[config.mk]
export PLATFORM = sky130hd
export DESIGN_NAME = pixel_write_packer_flat
export DESIGN_NICKNAME = d
export VERILOG_FILES = /design/src/rtl/pixel_write_packer_if.sv /design/src/rtl/pixel_write_packer.sv /design/src/flat_wrapper.sv
export SDC_FILE = /design/constraint.sdc
export NUM_CORES = 1
export LEC_CHECK = 0
export BUFFER_PORTS_ARGS = -buffer_cell sky130_fd_sc_hd__buf_2
export CORE_MARGIN = 4
export CORE_UTILIZATION = 54
export DETAILED_ROUTE_END_ITERATION = 10
export GPL_ROUTABILITY_DRIVEN = 1
export GPL_TIMING_DRIVEN = 0
export PLACE_DENSITY = 0.75
export SYNTH_ARGS = -nofsm -noshare
export SYNTH_HDL_FRONTEND = slang
export SYNTH_SLANG_ARGS = --single-unit
[constraint.sdc]
create_clock -name clk -period 3.1 [get_ports clk]
set_input_delay 0.465 -clock clk [delete_from_list [all_inputs] [get_ports clk]]
set_output_delay 0.465 -clock clk [all_outputs]
set_load 0.01 [all_outputs]
[src/rtl/pixel_write_packer_if.sv]
// Pixel input stream and RAM write-slot signals of the pixel write packer.
// master drives pixels and accepts write phases; slave is the packer.
interface pixel_write_packer_if #(
  parameter int PIXEL_BITS           = 2,
  parameter int LOG2_PIXELS_PER_WORD = 3
);
  logic                            pix_valid;
  logic                            pix_ready;
  logic [15:0]                     pix_addr;
  logic [LOG2_PIXELS_PER_WORD-1:0] pix_pos;
  logic [PIXEL_BITS-1:0]           pix_data;
  logic                            flush;
  logic                            write_en;
  logic                            write_mode_data;
  logic [15:0]                     w_addr;
  logic [15:0]                     w_data;
  logic                            write_accepted;
  logic                            idle;

  modport master (
    output pix_valid, pix_addr, pix_pos, pix_data, flush, write_accepted,
    input  pix_ready, write_en, write_mode_data, w_addr, w_data, idle
  );

  modport slave (
    input  pix_valid, pix_addr, pix_pos, pix_data, flush, write_accepted,
    output pix_ready, write_en, write_mode_data, w_addr, w_data, idle
  );
endinterface

[src/rtl/pixel_write_packer.sv]
// Generic FIFO plus the pixel-to-word packer feeding the RAM write-slot mux.

// Generic single-clock FIFO with a zeroed head when empty.
// Latency: a push is visible at the head the following cycle.
// Backpressure: push while full and pop while empty are ignored.
module sync_fifo #(
  parameter int WIDTH = 32,
  parameter int DEPTH = 4
) (
  input  logic             clk,
  input  logic             rst_n,
  input  logic             push_vld,
  input  logic [WIDTH-1:0] push_dat,
  input  logic             pop_vld,
  output logic [WIDTH-1:0] head_dat,
  output logic             empty,
  output logic             full
);
  localparam int AW = $clog2(DEPTH);

  logic [WIDTH-1:0] mem [DEPTH];
  logic [AW-1:0]    wr_ptr;
  logic [AW-1:0]    rd_ptr;
  logic [AW:0]      count;
  logic             push_ok;
  logic             pop_ok;

  assign empty    = (count == '0);
  assign full     = (count == (AW+1)'(DEPTH));
  assign push_ok  = push_vld && !full;
  assign pop_ok   = pop_vld && !empty;
  assign head_dat = empty ? '0 : mem[rd_ptr];

  always_ff @(posedge clk or negedge rst_n) begin
    if (!rst_n) begin
      wr_ptr <= '0;
      rd_ptr <= '0;
      count  <= '0;
    end else begin
      if (push_ok) wr_ptr <= wr_ptr + AW'(1);
      if (pop_ok)  rd_ptr <= rd_ptr + AW'(1);
      count <= count + (AW+1)'(push_ok) - (AW+1)'(pop_ok);
    end
  end

  // Storage needs no reset: the head is masked to zero while empty.
  always_ff @(posedge clk) begin
    if (push_ok) mem[wr_ptr] <= push_dat;
  end
endmodule

// Packs 2-bit pixels into 16-bit words, emitted as address then data phase.
// Latency: a word completed in cycle t is presented at the head in cycle t+1.
// Backpressure: pix_ready drops while the word FIFO is full or a push is pending.
module pixel_write_packer #(
  parameter int PIXEL_BITS           = 2,
  parameter int LOG2_PIXELS_PER_WORD = 3,
  parameter int FIFO_DEPTH           = 4
) (
  input  logic                     clk,
  input  logic                     reset,
  pixel_write_packer_if.slave      bus
);
  localparam int SHW = $clog2(16);
  localparam logic [15:0] PIX_MASK = 16'((1 << PIXEL_BITS) - 1);
  localparam logic [LOG2_PIXELS_PER_WORD-1:0] LAST_POS = '1;

  typedef struct packed {
    logic [15:0] addr;
    logic [15:0] data;
  } word_t;

  typedef enum logic {
    ST_ADDR = 1'b0,
    ST_DATA = 1'b1
  } seq_state_t;

  logic [15:0] acc_addr, acc_addr_nxt;
  logic [15:0] acc_data, acc_data_nxt;
  logic        acc_nonempty, acc_nonempty_nxt;
  logic        pending, pending_nxt;

  logic           accept;
  logic [SHW-1:0] shamt;
  logic [15:0]    pix_word;
  logic [15:0]    pix_mask;
  logic [15:0]    merged;
  logic           push_vld;
  word_t          push_word;
  word_t          head;
  logic           fifo_empty;
  logic           fifo_full;
  logic           pop_vld;
  seq_state_t     state, state_nxt;

  assign accept   = bus.pix_valid && bus.pix_ready;
  assign shamt    = SHW'(bus.pix_pos * PIXEL_BITS);
  assign pix_word = 16'(bus.pix_data) << shamt;
  assign pix_mask = PIX_MASK << shamt;

  assign bus.pix_ready = !fifo_full && !pending;
  assign bus.idle      = fifo_empty && !acc_nonempty && !pending;
  assign bus.w_addr    = head.addr;
  assign bus.w_data    = head.data;

  // Accumulator: at most one push per cycle; a pending word has priority.
  always_comb begin
    acc_addr_nxt     = acc_addr;
    acc_data_nxt     = acc_data;
    acc_nonempty_nxt = acc_nonempty;
    pending_nxt      = pending;
    push_vld         = 1'b0;
    push_word        = '{addr: acc_addr, data: acc_data};
    merged           = (acc_data & ~pix_mask) | pix_word;

    if (pending) begin
      if (!fifo_full) begin
        push_vld         = 1'b1;
        acc_addr_nxt     = '0;
        acc_data_nxt     = '0;
        acc_nonempty_nxt = 1'b0;
        pending_nxt      = 1'b0;
      end
    end else if (accept) begin
      if (!acc_nonempty || bus.pix_addr == acc_addr) begin
        if (bus.pix_pos == LAST_POS) begin
          push_vld         = 1'b1;
          push_word        = '{addr: bus.pix_addr, data: merged};
          acc_addr_nxt     = '0;
          acc_data_nxt     = '0;
          acc_nonempty_nxt = 1'b0;
        end else begin
          acc_addr_nxt     = bus.pix_addr;
          acc_data_nxt     = merged;
          acc_nonempty_nxt = 1'b1;
        end
      end else begin
        // Address change: retire the old word, restart with only the new pixel.
        push_vld         = 1'b1;
        acc_addr_nxt     = bus.pix_addr;
        acc_data_nxt     = pix_word;
        acc_nonempty_nxt = 1'b1;
        pending_nxt      = (bus.pix_pos == LAST_POS);
      end
    end

    if (bus.flush && acc_nonempty_nxt) pending_nxt = 1'b1;
  end

  always_ff @(posedge clk or negedge reset) begin
    if (!reset) begin
      acc_addr     <= '0;
      acc_data     <= '0;
      acc_nonempty <= 1'b0;
      pending      <= 1'b0;
    end else begin
      acc_addr     <= acc_addr_nxt;
      acc_data     <= acc_data_nxt;
      acc_nonempty <= acc_nonempty_nxt;
      pending      <= pending_nxt;
    end
  end

  sync_fifo #(
    .WIDTH ($bits(word_t)),
    .DEPTH (FIFO_DEPTH)
  ) u_word_fifo (
    .clk      (clk),
    .rst_n    (reset),
    .push_vld (push_vld),
    .push_dat (push_word),
    .pop_vld  (pop_vld),
    .head_dat (head),
    .empty    (fifo_empty),
    .full     (fifo_full)
  );

  always_ff @(posedge clk or negedge reset) begin
    if (!reset) state <= ST_ADDR;
    else        state <= state_nxt;
  end

  // Accepts seen with an empty FIFO leave the sequencer in ST_ADDR.
  always_comb begin
    state_nxt           = state;
    pop_vld             = 1'b0;
    bus.write_en        = !fifo_empty;
    bus.write_mode_data = (state == ST_DATA);
    case (state)
      ST_ADDR: begin
        if (!fifo_empty && bus.write_accepted) state_nxt = ST_DATA;
      end
      ST_DATA: begin
        if (bus.write_accepted) begin
          pop_vld   = 1'b1;
          state_nxt = ST_ADDR;
        end
      end
      default: state_nxt = ST_ADDR;
    endcase
  end
endmodule

[src/flat_wrapper.sv]
// flat-port wrapper written by rule: the top's interface ports become plain ports
module pixel_write_packer_flat 
#(
  parameter int PIXEL_BITS           = 2,
  parameter int LOG2_PIXELS_PER_WORD = 3,
  parameter int FIFO_DEPTH           = 4
)
  (clk, reset, bus_pix_valid, bus_pix_addr, bus_pix_pos, bus_pix_data, bus_flush, bus_write_accepted, bus_pix_ready, bus_write_en, bus_write_mode_data, bus_w_addr, bus_w_data, bus_idle);
  pixel_write_packer_if #(.PIXEL_BITS(PIXEL_BITS), .LOG2_PIXELS_PER_WORD(LOG2_PIXELS_PER_WORD)) bus_i ();
  input  logic clk;
  input  logic reset;
  input wire logic [$bits(bus_i.pix_valid)-1:0] bus_pix_valid;
  input wire logic [$bits(bus_i.pix_addr)-1:0] bus_pix_addr;
  input wire logic [$bits(bus_i.pix_pos)-1:0] bus_pix_pos;
  input wire logic [$bits(bus_i.pix_data)-1:0] bus_pix_data;
  input wire logic [$bits(bus_i.flush)-1:0] bus_flush;
  input wire logic [$bits(bus_i.write_accepted)-1:0] bus_write_accepted;
  output wire logic [$bits(bus_i.pix_ready)-1:0] bus_pix_ready;
  output wire logic [$bits(bus_i.write_en)-1:0] bus_write_en;
  output wire logic [$bits(bus_i.write_mode_data)-1:0] bus_write_mode_data;
  output wire logic [$bits(bus_i.w_addr)-1:0] bus_w_addr;
  output wire logic [$bits(bus_i.w_data)-1:0] bus_w_data;
  output wire logic [$bits(bus_i.idle)-1:0] bus_idle;
  assign bus_i.pix_valid = bus_pix_valid;
  assign bus_i.pix_addr = bus_pix_addr;
  assign bus_i.pix_pos = bus_pix_pos;
  assign bus_i.pix_data = bus_pix_data;
  assign bus_i.flush = bus_flush;
  assign bus_i.write_accepted = bus_write_accepted;
  assign bus_pix_ready = bus_i.pix_ready;
  assign bus_write_en = bus_i.write_en;
  assign bus_write_mode_data = bus_i.write_mode_data;
  assign bus_w_addr = bus_i.w_addr;
  assign bus_w_data = bus_i.w_data;
  assign bus_idle = bus_i.idle;
  pixel_write_packer #(.PIXEL_BITS(PIXEL_BITS), .LOG2_PIXELS_PER_WORD(LOG2_PIXELS_PER_WORD), .FIFO_DEPTH(FIFO_DEPTH)) u_core (.clk(clk), .reset(reset), .bus(bus_i));
endmodule
* Word-level counts from Yosys, hierarchy flattened
Memory sizes are Yosys's and may differ from the RTL's.
Index checks and enable logic that the tools add are counted.
** Storage, ports and cells
- Flip-flop bits (word level) :: 42
- RAM bits :: 128
- Output and inout port bits :: 36
- Logic and storage cells :: 75
- Memories kept :: 1
** Memories
- u_core.u_word_fifo.mem :: words 4, bits a word 32, rd ports 1, clocked after Yosys merged registers in 0, write ports 1, RTL line pixel_write_packer.sv:21 : logic [WIDTH-1:0] mem [DEPTH];
** Operators by class
- Add/subtract/negate cells :: 4
- Shifts and indexed selects :: 2
- Eq/ne operators :: 4
- Bitwise logic cells :: 4
- Muxes and demuxes :: 36
- Reductions and logical operators :: 16
** Operator list (number)
- two-way mux 32 bit :: 5
- two-way mux 16 bit :: 9
- two-way mux 1 bit :: 21
- bitwise AND 16 bit :: 1
- == test 16 bit :: 1
- inverter 16 bit :: 1
- bitwise OR 16 bit :: 1
- left shift 2 x 4 -> 16 bit :: 1
- left shift 2 x 4 -> 16 bit (first input constant) :: 1
- logical AND 1 bit :: 8
- == test 3 bit (second input constant) :: 2
- adder 2 x 1 -> 2 bit (second input constant) :: 2
- zero test 1 bit :: 4
- adder 3 x 1 -> 3 bit :: 1
- zero test 3 bit :: 1
- subtractor 3 x 1 -> 3 bit :: 1
- inequality test 2 bit (second input constant) :: 1
- case mux 1 bit (2 select lines) :: 1
- AND reduction 2 bit :: 1
- nonzero test 2 bit :: 1
- logical OR 1 bit :: 1
- inverter 1 bit :: 1

* Depth between registers and ports, before layout
Gate-level depths: netlist of the first run.
- Word-level depth :: 9
- Mapped depth :: 12
- Mapped depth without buffers :: 12

* By module
Synthesis of the first run repeated with hierarchy kept, for this count alone.
** Unflattened totals
- Cells, all modules :: 426
- Area total of the unflattened synthesis :: 7264.5 sq um
** By module, submodules not included
- sync_fifo :: cells each 239, area an instance 5250.0 sq um, instances 1
- pixel_write_packer :: cells each 187, area an instance 2014.4 sq um, instances 1

* Worst setup path after synthesis of the first run
Ideal clock, no wire load.
- Path kind :: input -> register
- Start :: in bus_pix_addr[1]
- End :: reg u_core.u_word_fifo.count[2]
- Slack :: 190 ps
- Arrival :: 2787 ps
- Cell stages on the path :: 12
- Buffers on the path :: 0
- Path through :: xnor2_1 nand4_1 o41ai_4 a21oi_1 inv_1 ha_1 inv_1 ha_1 inv_1 fa_1 xnor2_1 xnor2_1
** On the way
- Cells in the longest elaborated chain, start to end :: 8
** RTL lines
- start, declared :: RTL line flat_wrapper.sv:13 : input wire logic [$bits(bus_i.pix_addr)-1:0] bus_pix_addr;
- == test 16 bit :: RTL line pixel_write_packer.sv:125 : if (!acc_nonempty || bus.pix_addr == acc_addr) begin
- logical OR 1 bit :: RTL line pixel_write_packer.sv:125
- two-way mux 1 bit :: RTL line pixel_write_packer.sv:125
- two-way mux 1 bit :: RTL line pixel_write_packer.sv:124 : end else if (accept) begin
- two-way mux 1 bit :: RTL line pixel_write_packer.sv:116 : if (pending) begin
- logical AND 1 bit :: RTL line pixel_write_packer.sv:30 : assign push_ok = push_vld && !full;
- adder 3 x 1 -> 3 bit :: RTL line pixel_write_packer.sv:42 : count <= count + (AW+1)'(push_ok) - (AW+1)'(pop_ok);
- subtractor 3 x 1 -> 3 bit :: RTL line pixel_write_packer.sv:42
- end signal, assigned :: RTL line pixel_write_packer.sv:42
- end, declared :: RTL line pixel_write_packer.sv:24 : logic [AW:0] count;
Every way passes these cells.
A chain may end at the register's enable or synchronous reset.

* Final worst setup path of the first run
- Start :: reg u_core.u_word_fifo.rd_ptr[0]
- End :: out bus_w_addr[13]
** On the way
- Cells in the longest elaborated chain, start to end :: 2
** RTL lines
- start, declared :: RTL line pixel_write_packer.sv:23 : logic [AW-1:0] rd_ptr;
- start signal, assigned :: RTL line pixel_write_packer.sv:41 : if (pop_ok) rd_ptr <= rd_ptr + AW'(1);
- memory read (4 x 32 bit)
- two-way mux 32 bit :: RTL line pixel_write_packer.sv:32 : assign head_dat = empty ? '0 : mem[rd_ptr];
- end, declared :: RTL line flat_wrapper.sv:21 : output wire logic [$bits(bus_i.w_addr)-1:0] bus_w_addr;
Every way passes these cells.

==> results of run 1 <==
power breakdown:
group	switching (mW)	internal, mW
combinational	1.66	1.38
clock	0.857	1.03
sequential	0.262	3.32
metrics by stage:
| step | setup TNS, ns | util [%] |
|---|---|---|
| detailed placement | -1.84 | 60.1 |
| floorplan | 0 | - |
| finish | 0 | 64.3 |
| global placement | -37.36 | 60.0 |
| CTS | 0 | 64.2 |
| global route | -0.170 | 64.3 |
sequential cells by signal (all words and copies together), names as in the netlist, 2 cells and up:
signal / count
u_core.acc_addr: 16
u_core.acc_data: 16
u_core.u_word_fifo.count: 3
u_core.u_word_fifo.mem: 128
u_core.u_word_fifo.rd_ptr: 2
u_core.u_word_fifo.wr_ptr: 2
worst min path at each step:
stage	start	end	slack, ns
finish	reset	u_core.acc_data[8]$_DFFE_PN0P_	0.20
global route	reset	u_core.acc_data[8]$_DFFE_PN0P_	0.27
CTS	reset	u_core.acc_data[8]$_DFFE_PN0P_	0.23
detailed placement	u_core.acc_data[9]$_DFFE_PN0P_	u_core.acc_data[9]$_DFFE_PN0P_	0.48
global placement	u_core.acc_data[15]$_DFFE_PN0P_	u_core.acc_data[15]$_DFFE_PN0P_	0.47
floorplan	reset	u_core.acc_addr[0]$_DFFE_PN0P_	0.17
metal layers:
metal  part of all wire, %  vias up  GRT usage (%)
met5                 0.050        -              0
met4                   2.2        2           7.61
met3                   5.6       36           4.68
met2                    50      151           31.8
met1                    43     2045           27.1
li1                      -     1832              -
final cells by class:
| type | instances | share of cell area [%] |
|---|---|---|
| plain buffers | 36 | 1.81 |
| clock buffers | 19 | 5.23 |
| clock inverters | 13 | 1.15 |
| inverters | 14 | 0.635 |
| multi-input cells | 220 | 25.8 |
| flip-flops and latches | 170 | 59.1 |
| well taps | 172 | 2.60 |
| repair buffers | 60 | 3.66 |
repair_timing:
item	4_1_cts	5_1_grt
pin swaps	1	0
setup endpoints to repair	2	18
gates resized for setup	0	2
setup buffers	1	0
cells by family (layout without fill, tap and decap cells):
group	count (synthesis)	after routing	share of synthesized area [%]
buf+inv	50	142	2.77
compound gates	55	55	5.67
mux	51	51	12.9
simple gates	85	85	6.83
fa+ha+maj	7	7	1.32
xor+xnor	22	22	2.67
flops	170	170	67.8
worst register-to-register path, stage by stage (launching register included):
cell,delay (ns)
dfrtp_1,0.41
xnor2_1,0.21
nand4_1,0.20
o41ai_4,0.42
a21oi_2,0.17
inv_1,0.14
ha_1,0.24
inv_1,0.06
ha_1,0.13
inv_1,0.05
fa_1,0.39
xnor2_1,0.15
xnor2_1,0.12
placed cells by master (no fill, tap or decap), types with 2 or more instances in the layout:
cell,instances
or3b_2,2
a32oi_1,6
dfrtp_1,42
mux2_2,19
and2_2,4
xnor2_1,21
nand3_1,9
a21oi_1,7
buf_2,62
inv_1,14
edfxtp_1,128
clkbuf_1,32
clkinv_2,3
o2bb2ai_1,2
a31oi_1,2
nand2_1,13
and2_1,33
clkbuf_16,17
mux4_2,32
nor2_1,5
inv_6,4
nor3b_1,4
clkinvlp_4,6
or3_1,2
nor2b_1,2
nand4_1,4
and3_1,2
o21ai_0,16
a32o_1,2
ha_1,6
a22o_1,16
==> metrics.txt, run 1 <==
last element of the critical path=bus_w_addr[13]; global-route wire length before repair=22.5 mm; beginning of the critical path=u_core.u_word_fifo.rd_ptr[0]$_DFFE_PN0P_; type of element launching the critical path=flop; Critical Path End Type=output pin; Die X=roughly 120 um; maximum vdd drop=a little over 0.7 mV; Register-to-Register Setup Slack=between 0.2 and 0.3 ns; post-synth cell types=38; cell depth of the worst flop-to-flop path=12; final period utilization=93.3%; Final Power=between 8 and 9 mW; minimum setup slack in the final design=roughly 0.21 ns; WL final=around 14 mm; top cells by area in the synthesized netlist=edfxtp_1, dfrtp_1, mux4_2; max-slew violation count=0; GP Congestion=0.878; cell types with the highest counts after synthesis=edfxtp_1, dfrtp_1, and2_1, mux4_2, clkbuf_1; slowest cell on the critical path=mux4_2; remaining routing DRC violations=0; top-area cell type share of the netlist area=53.2%; arrival time at the worst endpoint=between 2 and 2.5 ns; RSZ-0062 raised after global routing=yes; clock transition at the registers of the reported paths=roughly 0.060 ns; maximum number of buffers from clock root to sink=2; htree depth=4; vias in the first global route=4,177; Avg Cell Area, Syn=between 15 and 20 um^2; peak fanout along the critical path=10; antenna diode count=0; clk_skew=0.00689 ns; post-synthesis to final-layout area growth=14.6%; cell leakage power=a little over 3 nW; count of placed standard cells including taps=about 670; GRT overflow=0; final instance area=a little over 0.008 mm^2; area taken by multi-input logic gates=around 0.0021 mm^2; pre-CTS setup slack=-0.490 ns; placed cell area=between 0.007 and 0.008 mm^2; detail-routed net length per standard cell=around 20 um; final critical path time including I/O delays and setup=between 2 and 3 ns; number of hold-slack violations in the final timing report=0; # Max-Cap Violations=0; overall routing resource usage=20.0%; average via count per standard cell=between 5 and 6; placeable core region=about 0.013 mm^2; Post-Synthesis Cell Area=between 0.007 and 0.008 mm^2; Synth async-reset ratio=24.7%; R2R Path Start=u_core.acc_addr[10]$_DFFE_PN0P_; Rel. slew slack=about 35%; number of top-level design ports=a little over 60; hold_buf cts=0; Yosys reg bits=170; number of antenna violations at the first check in global routing=1; path length in cells of the critical path=5; total power divided by cell area=roughly 1000 mW/mm^2; Top Family by Delay on Critical Path=buffers and inverters; critical path required time=about 2.6 ns; non-filler cells, final=704; pin count of the biggest net entering global routing=43; TritonCTS clock tree=yes; worst reg2reg endpoint=u_core.u_word_fifo.count[2]$_DFF_PN0_; layout cells sized above 1=between 20 and 30%; cell taking the most area after synthesis=edfxtp_1; Worst path max stage delay=between 0.5 and 0.6 ns; die footprint=approximately 0.015 mm^2; Die Ht=approximately 120 um; number of flops mapped to enable cells by yosys=128; synthesized net count=around 470; post-detailed-placement half-perimeter wirelength=9.08 mm; clk sinks=170; register area=slightly below 0.005 mm^2; Min Hold Slack=0.200 ns; Worst-Skew Late Latency=0.42 ns; crit path buf inv count=3; actual transition at the worst max-transition pin=~0.98 ns; class of the most critical setup path=flop to output pin; synthesized netlist cell count=between 400 and 500; outcome=finished, final reports clean; count of input and output buffers=between 50 and 60; CTS Buf Count=17; Post-DRT Antenna Nets=0; vias=around 4,100; final-report setup violation count=0; root buffer selected by CTS=clkbuf_16; ordered cell list for the critical path=clkbuf_1 -> buf_2 -> mux4_2 -> and2_1 -> buf_2; share of the yosys chip area belonging to registers=67.8%; achievable frequency=346 MHz; final net count=between 500 and 600; total of warnings raised by yosys=0; standard-cell rows=slightly above 40; CP most frequent cell=buf_2; initial cell density of the core=between 50% and 60%; number of filler cells placed in the layout=882; classification of the worst-slack hold path=input pin to async pin; Starting DRT DRC Count=about 390; detailed-routing iteration count for the pre-antenna-repair pass=5; commonest register cell after synthesis=edfxtp_1; most frequently used cell type in the post-synthesis netlist=edfxtp_1
Note: power is estimated with default switching activity, not from simulation.
==> inputs of run 2 (changes only) <==
--- a/config.mk
+++ b/config.mk
@@ -5,6 +5,7 @@
 export SDC_FILE = /design/constraint.sdc
 export NUM_CORES = 1
 export LEC_CHECK = 0
+export ABC_AREA = 1
 export BUFFER_PORTS_ARGS = -buffer_cell sky130_fd_sc_hd__buf_2
 export CORE_MARGIN = 4
 export CORE_UTILIZATION = 54
@@ -14,4 +15,5 @@
 export PLACE_DENSITY = 0.75
 export SYNTH_ARGS = -nofsm -noshare
 export SYNTH_HDL_FRONTEND = slang
+export SYNTH_HIERARCHICAL = 1
 export SYNTH_SLANG_ARGS = --single-unit
==> run 2 against run 1 <==
  * Routed wire length rose by 31%
  * Sequential share of layout area fell by 8.2 points
  * Critical path depth rose by 10
  * Fmax rose by 0.12%
  * Clock-buffer cell count rose by 1
  * Die area rose by 13%
  * Hold slack improved by 0.0011 ns
  * Final cell count rose by 71%
  * Critical endpoint is now u_core/u_word_fifo/count[2]$_DFF_PN0_
==> metrics.txt, run 2 <==
outcome=finished, final reports clean; vias in the first global route=5,758 (+38%); hold_buf cts=0 (unchanged); GP Congestion=0.832 (-5.2%); post-synth cell types=28 (-26%); pin count of the biggest net entering global routing=43 (unchanged); type of element launching the critical path=flop; most frequent cells in the layout=nand2_1, inv_1, edfxtp_1; post-detailed-placement half-perimeter wirelength=11.8 mm (+30%); overall routing resource usage=21.1% (+1.2 points); Starting DRT DRC Count=603 (+56%); clk_skew=0.0142 ns (+0.00733 ns); placed cell area=0.00886 mm^2 (+15%); Post-DRT Antenna Nets=0 (unchanged); final critical path time including I/O delays and setup=2.89 ns (-0.00359 ns); number of flops mapped to enable cells by yosys=128 (unchanged); post-synthesis to final-layout area growth=17.2%; synthesized net count=949 (+100%); htree depth=4 (unchanged); synthesized netlist cell count=916 (+110%); Register-to-Register Setup Slack=0.21 ns (-0.06 ns); Post-Synthesis Cell Area=0.00819 mm^2 (+13%); Avg Cell Area, Syn=8.94 um^2 (-45%); peak fanout along the critical path=10 (unchanged); Synth async-reset ratio=24.7% (unchanged); sum of negative setup slack=0 ns (unchanged); max reg flops=128 (unchanged); vias=6,197 (+52%); max-slew violation count=0 (unchanged); maximum vdd drop=0.515 mV (-27%); count of input and output buffers=59 (unchanged); classification of the worst-slack hold path=input pin to async pin; cell taking the most area after synthesis=edfxtp_1; TritonCTS clock tree=yes; Min Hold Slack=0.201 ns (+0.00106 ns); most common library cell in the layout ignoring fill and taps=nand2_1; number of antenna violations at the first check in global routing=0 (-1); pre-CTS setup slack=-0.616 ns (-0.126 ns); top-area cell type share of the netlist area=46.9% (-6.3 points); WL final=18.5 mm (+31%); final instance area=0.00960 mm^2 (+16%); placeable core region=0.0147 mm^2 (+14%); antenna diode count=0 (unchanged); final-report setup violation count=0 (unchanged); Rel. slew slack=34.3% (-0.26 points); actual transition at the worst max-transition pin=0.985 ns (+0.00387 ns); GRT overflow=0 (unchanged); detailed-routing iteration count for the pre-antenna-repair pass=5 (unchanged); number of top-level design ports=62 (unchanged); minimum setup slack in the final design=0.210 ns (+0.00359 ns); share of the yosys chip area belonging to registers=59.7% (-8.1 points); maximum number of buffers from clock root to sink=2 (unchanged); number of hold-slack violations in the final timing report=0 (unchanged); final net count=1,038 (+88%); clk sinks=170 (unchanged); Critical Path End Type=flop; top cells by area in the synthesized netlist=edfxtp_1, nand2_1, dfrtp_1; final period utilization=93.2% (-0.12 points); total of warnings raised by yosys=6 (+6); critical path required time=3.41 ns (+0.78 ns); count of placed standard cells including taps=1,163 (+73%); standard-cell rows=44 (+7.3%); # Max-Cap Violations=0 (unchanged); share of the core filled with cells=65.3% (+1.0 points); CTS Buf Count=17 (unchanged); Final Power=9.66 mW (+14%); average via count per standard cell=5.16 (-11%); initial cell density of the core=55.7% (-0.33 points); global-route wire length before repair=28.7 mm (+28%); cell leakage power=4.61 nW (+51%); registers with the most flip-flops=u_core/u_word_fifo/mem (128), u_core/acc_addr (16), u_core/acc_data (16); arrival time at the worst endpoint=3.20 ns (+0.77 ns); Die Ht=131 um (+6.1%); Die X=131 um (+6.1%); cell types with the highest counts after synthesis=nand2_1, inv_1, edfxtp_1, nand3_1, dfrtp_1; total power divided by cell area=1010 mW/mm^2 (-2.0%); layout cells sized above 1=15.9% (-13 points); RSZ-0062 raised after global routing=no; root buffer selected by CTS=clkbuf_16; Worst-Skew Late Latency=0.42 ns (about the same); largest register by flop count=u_core/u_word_fifo/mem; most frequently used cell type in the post-synthesis netlist=nand2_1; detail-routed net length per standard cell=15.4 um (-23%); die footprint=0.0172 mm^2 (+13%); commonest register cell after synthesis=edfxtp_1; Yosys reg bits=170 (unchanged); remaining routing DRC violations=0 (unchanged); achievable frequency=346 MHz (+0.12%); clock transition at the registers of the reported paths=0.06 ns (about the same); class of the most critical setup path=flop to flop; non-filler cells, final=1,202 (+71%)
==> run 2: cell types whose count changed in the layout (fill, tap and decap cells not counted), moves of 16 or more <==
cell	previous run	this run
nand3_1	9	82
xnor2_1	21	2
mux4_2	32	0
a22o_1	16	0
nand2_1	13	289
o22ai_1	0	16
and2_1	33	0
mux2_2	19	0
inv_1	14	193
a21oi_1	7	33
==> run 2: timing repair <==
item                                    4_1_cts  5_1_grt
buffers inserted                              7        0
pin swaps                                     5        0
endpoints found under the setup margin      131        2
gates resized for setup                       3        5
==> run 2: worst paths after layout <==
| path | start | to | cells after the start |
|---|---|---|---|
| max | u_core/u_word_fifo/count[1]$_DFF_PN0_ | u_core/u_word_fifo/count[2]$_DFF_PN0_ | 15 |
| min | reset | u_core/acc_addr[9]$_DFFE_PN0P_ | 1 |
| max reg2reg | u_core/u_word_fifo/count[1]$_DFF_PN0_ | u_core/u_word_fifo/count[2]$_DFF_PN0_ | 15 |
| min reg2reg | u_core/acc_data[14]$_DFFE_PN0P_ | u_core/acc_data[14]$_DFFE_PN0P_ | 2 |
| max in group asynchronous | reset | u_core/acc_data[13]$_DFFE_PN0P_ | 1 |
| min in group clk | bus_flush | u_core/pending$_DFF_PN0_ | 3 |
==> run 2: worst max-delay path, cell delays in order (launching register included) <==
cell and delay [ns]:
dfrtp_1 0.34, inv_1 0.10, nand3_2 0.12, inv_1 0.11, nor2_2 0.15, nand2_2 0.11, o21ai_4 0.14, clkinv_2 0.12
buf_2 0.23, a31oi_4 0.21, nand2_2 0.12, ha_1 0.29, inv_1 0.03, ha_1 0.18, fa_1 0.40, xnor2_1 0.13
==> run 2: cell type report <==
class,count,area [um^2]
plain buffers,49,260
clock buffers,20,457
clock inverters,12,148
fillers,1132,5100
inverters,198,744
multi-input cells,499,2360
flip-flops and latches,170,4890
well taps,184,230
repair buffers,70,508
==> run 2: logic make-up after synthesis <==
group           share of synthesized area (%)
compound gates                           6.26
buf+inv                                  12.2
xor+xnor                                0.214
fa+ha+maj                                1.16
simple gates                             20.4
flops                                    59.7
==> run 2: power breakdown <==
group | total [mW] | switching [mW] | internal, mW
logic | 4.06 | 2.65 | 1.41
registers | 3.48 | 0.219 | 3.26
clock network | 2.11 | 0.812 | 1.30
total | 9.66 | 3.68 | 5.98
==> run 2: per-layer routing <==
metal	track usage [%]	share of wire [%]
met2	34.8	49
met1	27.9	42
met3	4.51	8.0
met4	7.99	1.3
met5	0	0
